**config.mk**
```make
export PLATFORM = sky130hd
export DESIGN_NAME = piso_serial_tx
export DESIGN_NICKNAME = d
export VERILOG_FILES = /design/src/rtl/piso_tx_pkg.sv /design/src/rtl/bit_tick_counter.sv /design/src/rtl/piso_serial_tx.sv
export SDC_FILE = /design/constraint.sdc
export NUM_CORES = 1
export LEC_CHECK = 0
export CELL_PAD_IN_SITES_DETAIL_PLACEMENT = 2
export CELL_PAD_IN_SITES_GLOBAL_PLACEMENT = 2
export CORE_UTILIZATION = 34
export DETAILED_ROUTE_END_ITERATION = 8
export MAX_ROUTING_LAYER = met4
export PLACE_DENSITY_LB_ADDON = 0.1
export RECOVER_POWER = 100
export REMOVE_ABC_BUFFERS = 1
export SLEW_MARGIN = 10
export SYNTH_ARGS = -nofsm -noshare
export SYNTH_HDL_FRONTEND = slang
export SYNTH_SLANG_ARGS = --single-unit
```
**constraint.sdc**
```tcl
create_clock -name CLK -period 4.3 [get_ports CLK]
set_input_delay 1.29 -clock CLK [delete_from_list [all_inputs] [get_ports CLK]]
set_output_delay 1.29 -clock CLK [all_outputs]
set_load 0.1 [all_outputs]
```
**src/rtl/piso_tx_pkg.sv**
```systemverilog
// Shared types and line-level constants for the framed PISO transmitter.
// The width helper sizes counters so that a count of one still gets a one-bit register.
package piso_tx_pkg;

  typedef enum logic [1:0] {
    IDLE  = 2'd0,
    START = 2'd1,
    DATA  = 2'd2,
    STOP  = 2'd3
  } tx_state_t;

  localparam logic LINE_IDLE = 1'b1;
  localparam logic START_BIT = 1'b0;
  localparam logic STOP_BIT  = 1'b1;

  function automatic int unsigned cnt_width(input int unsigned n);
    return (n <= 1) ? 1 : $clog2(n);
  endfunction

endpackage

```
**src/rtl/bit_tick_counter.sv**
```systemverilog
// Bit-period timer: TICK marks the last clock of each BIT_CYCLES-long bit.
// Held at zero while EN is low, so every frame starts with a full-length bit.
module bit_tick_counter
  import piso_tx_pkg::*;
#(
  parameter int unsigned BIT_CYCLES = 4
) (
  input  logic CLK,
  input  logic CLR,
  input  logic EN,
  output logic TICK
);

  localparam int unsigned     CW   = cnt_width(BIT_CYCLES);
  localparam logic [CW-1:0]   LAST = CW'(BIT_CYCLES - 1);

  logic [CW-1:0] cnt_q, cnt_d;

  assign TICK = EN && (cnt_q == LAST);

  always_comb begin
    cnt_d = cnt_q;
    if (!EN || TICK) begin
      cnt_d = '0;
    end else begin
      cnt_d = cnt_q + CW'(1);
    end
  end

  always_ff @(posedge CLK) begin
    if (CLR) begin
      cnt_q <= '0;
    end else begin
      cnt_q <= cnt_d;
    end
  end

endmodule

```
**src/rtl/piso_serial_tx.sv**
```systemverilog
// Framed parallel-in/serial-out transmitter: start bit, WIDTH data bits LSB first, stop bit.
// Every output comes straight from a register; CLR aborts any frame without a DONE pulse.
module piso_serial_tx
  import piso_tx_pkg::*;
#(
  parameter int unsigned WIDTH      = 8,
  parameter int unsigned BIT_CYCLES = 4
) (
  input  logic             CLK,
  input  logic             CLR,
  input  logic [WIDTH-1:0] DIN,
  input  logic             LOAD,
  output logic             READY,
  output logic             SOUT,
  output logic             BUSY,
  output logic             DONE
);

  localparam int unsigned   IW       = cnt_width(WIDTH);
  localparam logic [IW-1:0] LAST_IDX = IW'(WIDTH - 1);

  tx_state_t        state_q, state_d;
  logic [WIDTH-1:0] shift_q, shift_d;
  logic [IW-1:0]    idx_q, idx_d;
  logic             sout_q, sout_d;
  logic             ready_q, ready_d;
  logic             busy_q, busy_d;
  logic             done_q, done_d;
  logic             tick;

  bit_tick_counter #(
    .BIT_CYCLES(BIT_CYCLES)
  ) u_tick (
    .CLK (CLK),
    .CLR (CLR),
    .EN  (state_q != IDLE),
    .TICK(tick)
  );

  always_comb begin
    state_d = state_q;
    shift_d = shift_q;
    idx_d   = idx_q;
    sout_d  = sout_q;
    ready_d = ready_q;
    busy_d  = busy_q;
    done_d  = 1'b0;
    unique case (state_q)
      IDLE: begin
        if (LOAD && ready_q) begin
          state_d = START;
          shift_d = DIN;
          idx_d   = '0;
          sout_d  = START_BIT;
          ready_d = 1'b0;
          busy_d  = 1'b1;
        end
      end
      START: begin
        if (tick) begin
          state_d = DATA;
          sout_d  = shift_q[0];
        end
      end
      DATA: begin
        if (tick) begin
          if (idx_q == LAST_IDX) begin
            state_d = STOP;
            sout_d  = STOP_BIT;
          end else begin
            // Shift first so the next LSB is always at bit 0, which also holds for WIDTH=1.
            idx_d   = idx_q + IW'(1);
            shift_d = shift_q >> 1;
            sout_d  = shift_d[0];
          end
        end
      end
      STOP: begin
        if (tick) begin
          state_d = IDLE;
          sout_d  = LINE_IDLE;
          ready_d = 1'b1;
          busy_d  = 1'b0;
          done_d  = 1'b1;
        end
      end
      default: begin
        state_d = IDLE;
      end
    endcase
  end

  always_ff @(posedge CLK) begin
    if (CLR) begin
      state_q <= IDLE;
      shift_q <= '0;
      idx_q   <= '0;
      sout_q  <= LINE_IDLE;
      ready_q <= 1'b1;
      busy_q  <= 1'b0;
      done_q  <= 1'b0;
    end else begin
      state_q <= state_d;
      shift_q <= shift_d;
      idx_q   <= idx_d;
      sout_q  <= sout_d;
      ready_q <= ready_d;
      busy_q  <= busy_d;
      done_q  <= done_d;
    end
  end

  assign READY = ready_q;
  assign SOUT  = sout_q;
  assign BUSY  = busy_q;
  assign DONE  = done_q;

endmodule

```
; ---- Word-level counts from Yosys, hierarchy flattened
; Cells that the tools add are included.
[totals]
word_cells = 61
regBits = 19
in_bits = 11
output_inout_bits = 4
[classes]
n_bitwise = 1
add_sub_neg = 2
n_reduce_logical = 14
n_eq_ne = 11
n_mux = 25
[ops]
columns = cell, count
row1 = two-way mux 8 bit, 3
row2 = case mux 8 bit (2 select lines), 1
row3 = two-way mux 2 bit, 5
row4 = two-way mux 3 bit, 3
row5 = two-way mux 1 bit, 8
row6 = case mux 2 bit (4 select lines), 1
row7 = AND reduction 4 bit, 2
row8 = equality test 2 bit (second input constant), 3
row9 = inequality test 2 x 1 -> 1 bit (second input constant), 3
row10 = inequality test 2 bit (second input constant), 3
row11 = case mux 3 bit (2 select lines), 1
row12 = nonzero test 2 bit, 3
row13 = AND reduction 5 bit, 1
row14 = case mux 1 bit (2 select lines), 2
row15 = case mux 1 bit (4 select lines), 1
row16 = OR reduction 2 bit, 2
row17 = adder 3 x 1 -> 3 bit (second input constant), 1
row18 = equality test 3 bit (second input constant), 1
row19 = AND reduction 3 bit, 1
row20 = adder 2 x 1 -> 2 bit (second input constant), 1
row21 = equality test 2 x 1 -> 1 bit (second input constant), 1
row22 = logical AND 1 bit, 2
row23 = zero test 2 bit, 1
row24 = zero test 1 bit, 1
row25 = 2 further kinds, 2

; ---- Logic depth before layout (Yosys ltp)
[logic_depth]
word_depth = 4
ltp_mapped = 7
depth_no_buf = 6

; ---- Modules after synthesis
; From an unflattened synthesis, not the netlist that was laid out.
[unflattened]
cells_unflattened = 111
area_unflattened_um2 = 1051.0
[by_module_without_submodules]
columns = module, instances, seq_area_each_um2, area_each_um2, cells_per_inst
row1 = piso_serial_tx, 1, 340.3, 964.7, 105
row2 = bit_tick_counter, 1, 40.0, 86.3, 6

; ---- Worst setup path before layout
; OpenSTA, ideal clock, no wires.
[synth_path]
kind = reg2out
start = register ready_q (netlist: READY)
end = output READY
setup_slack_ns = 2.038
t_required_ns = 3.010
path_buffers = 0
arrival_ns = 0.972
path_stages_with_launch = 1
path_cell_list = dfxtp_1
[synth_lines]
columns = item, line
row1 = from (decl), piso_serial_tx.sv:26  ; logic ready_q, ready_d;
row2 = from (signal assigned), piso_serial_tx.sv:107  ; ready_q <= ready_d;
row3 = to (decl), piso_serial_tx.sv:13  ; output logic READY,
; No word-level cell between the ends.

; ---- Worst setup path in the final report
[layout_path]
start = input LOAD
end = register shift_q[0]
[layout_between]
elab_chain_cells = 3
[layout_rtl]
columns = item, line
row1 = from (decl), piso_serial_tx.sv:12  ; input logic LOAD,
row2 = logical AND 1 bit, piso_serial_tx.sv:50  ; if (LOAD && ready_q) begin
row3 = inequality test 2 bit (no source line), n/a
row4 = AND reduction 4 bit (no source line), n/a
row5 = to (signal assigned), piso_serial_tx.sv:104  ; shift_q <= shift_d;
row6 = to (decl), piso_serial_tx.sv:23  ; logic [WIDTH-1:0] shift_q, shift_d;
; No other way between the ends.
; A chain may end at the register's enable or synchronous reset.

==> impl_metrics.toml <==
[run_status]
status = "finished, violations left"
violations = "max-capacitance violations, max-slew violations"

[place]
dp.cells = 137
globalplace.congestion = 0.659
numPortBuffers = 14
hpwl_um = 1480
placed_cell_area_um2 = 1070

[detailed_routing]
first_pass_iters = 2
top_layer = "met3"
route.detailed.drc = 0
routedWlPerCell_um = 14.9
viasPerCell = 5.26
drt-met1-wl_um = 927
routed_wl_um = 2100
drtIter0Drc = 3
met3_length_um = 66
wl_met2_um = 1110
vias = 742
antenna_left = 0

[clocking]
htreeDepth = 1
clock_path_buffers = 2
cts_resized = 0
cts_buffers = 3
cts_tree = "done"
root_buffer = "clkbuf_4"
post_cts_buffers = 0
cts_hold_buf = 0
path_clk_slew_ps = 110
clkLatencyLatePin_ps = 290
clock_sinks = 19

[worst_hold_path]
hold_path_depth = 1
hold_path.class = "flop to flop"

[yosys]
ys_seq_area_share_pct = 41.2
synth_simple_gate_area_share_pct = 15.6
yosysWarningCount = 0
synth_xor_area_share_pct = 0
synth_top_family_by_area = "compound AO/OA/AOI/OAI gates"
synth-seq-cells = 19
muxShareOfSynthArea_pct = 8.68
yosys.area.top_type = "dfxtp_1"
syn_inst = 97
ys_types = 27
synthTopCellsByArea = "dfxtp_1, ha_1, mux2i_1, a211oi_1, nor2_1"
synth-compound-area-share_pct = 19.1
avgSynthCellArea_um2 = 9.51
synth_top_area_share_pct = 41.2
synthAdderAreaFrac_pct = 10.9
syn-cell-area_um2 = 922

[pwr]
peakVddDrop_mv = 0.299
power.leakage_uw = 0.000413
clockPowerShare_pct = 14.3
combPwrFrac_pct = 47.3
sw_frac_of_total_pct = 43.5
internal-power_uw = 362
power.switching_uw = 278
pwr-share-seq_pct = 38.3
power_density_nw_per_um2 = 587

[sta]
max_freq_ghz = 0.283
finalMaxSlewViolations = 17
fin_crit_sh_pct = 82.0
setup_tns_ps = 0
worst_slew_pin_slew_ps = 1670
max-slew-margin-rel_pct = -12.4
hold_violations = 0
clock_skew_ps = 2.77
rsz0062_at_grt = "no"
setup_viol = 0
period_needed_ps = 3530

[floorplan]
core_area_um2 = 2520
fp.dieW_um = 54.1
io_pins = 15
start_util_pct = 36.6
die_area_um2 = 2920
rows = 18
fp.dieH_um = 54.1

[global_routing]
grt_use_total_pct = 17.1
grt-ovfl-total = 0
grt_pass1_wl_um = 3490
grt_pass1_vias = 784
grt_antenna_before_repair = 0
grt_max_degree = 20

[final_layout]
multi_input_area_um2 = 489
final_layout_size_suffix_gt1_share_pct = 6.31
diodes = 0
final_common_cell = "dfxtp_1"
stdcell_count = 141
mostFrequentLayoutCells = "dfxtp_1, nor2_1"
seq_area_um2 = 380
stdcell_area_um2 = 1090
syn_to_final_growth_pct = 18.2
nFillCells = 281
nNetsFinal = 131

[critical_path]
worst-path-max-fanout = 16
critical_path_buf_inv_count = 1
critPathRequiredTime_ps = 4510
cp.depth = 5
end_kind = "flop"
startpoint_type = "input pin"
arrival_ps = 3740
critPathSlowestCell = "o21ai_0"
crit_type = "input pin to flop"
max_stage_delay_ps = 1310
path_cells = "dlygate4sd3_1, nand3_1, o21ai_0, nor2_1, a211oi_1"
crit_family = "compound AO/OA/AOI/OAI gates"
reg2reg_depth = 6

[run]
maxCapViolCount = 1
-- sequential cells by signal, indices dropped and copies added (netlist names) --
register,cells
shift_q,8
idx_q,3
DONE,1
SOUT,1
BUSY,1
u_tick.cnt_q,2
state_q,2
READY,1
-- worst paths after layout --
path                                            startpoint                         end  slack [ps]
worst max-delay path                                  LOAD     shift_q[0]$_SDFFE_PP0P_         770
worst min-delay path            u_tick.cnt_q[0]$_SDFF_PP0_  u_tick.cnt_q[0]$_SDFF_PP0_         440
worst max register to register     state_q[1]$_SDFFE_PP0P_     shift_q[0]$_SDFFE_PP0P_        1520
worst min register to register  u_tick.cnt_q[0]$_SDFF_PP0_  u_tick.cnt_q[0]$_SDFF_PP0_         440
-- synth_stat cells --
cell       number
a21bo_2         1
a21oi_1         7
buf_1           1
buf_6           1
o21a_1          1
nor2_1         15
ha_1            8
nand3_1         3
o221ai_1        1
a211o_1         1
nand2_1         5
and2b_1         1
nor4b_1         1
inv_1           4
o21bai_1        1
o21ai_4         1
dfxtp_1        19
mux2i_1         8
o21ai_1         1
o21ai_0         1
clkbuf_1        1
a211oi_1        8
nor3_1          3
buf_4           1
nand4bb_2       1
a211oi_2        1
nor4_1          1
-- area by class of cell --
class | instances | share of cell area, %
Multi-Input combinational cell | 70 | 44.9
Timing Repair Buffer | 14 | 12.9
Clock buffer | 3 | 2.07
Tap cell | 30 | 3.44
Inverter | 4 | 1.38
Clock inverter | 1 | 0.459
Sequential cell | 19 | 34.9
-- routing by layer --
layer	track usage, %	up-vias
met5	-	-
met4	3.85	0
met3	2.54	0
met2	31.3	14
met1	19.5	355
li1	-	373
-- power groups by stage --
| stage | Sequential (uW) | Combinational [uW] | Clock, uW |
|---|---|---|---|
| after floorplan | 307 | 178 | 0 |
| after global placement | 246 | 308 | 0 |
| after detailed placement | 250 | 317 | 0 |
| after CTS | 246 | 321 | 96.4 |
| after global routing | 251 | 337 | 108 |
| final | 245 | 303 | 91.8 |
-- stage by stage --
stage | power (uW) | utilization (%) | setup slack (ps) | hold WS (ps)
after floorplan | 485 | - | 2040 | 402
after global placement | 555 | 42.6 | 1510 | 420
after detailed placement | 567 | 42.6 | 1460 | 432
after CTS | 663 | 43.7 | 1140 | 449
after global routing | 696 | 43.2 | 545 | 462
final | 640 | 43.2 | 772 | 443
-- cell families after synthesis --
family          Yosys count
compound gates           24
mux                       8
flops                    19
simple gates             30
fa+ha+maj                 8
buf+inv                   8
No activity file was read; power rests on OpenSTA's default activity.
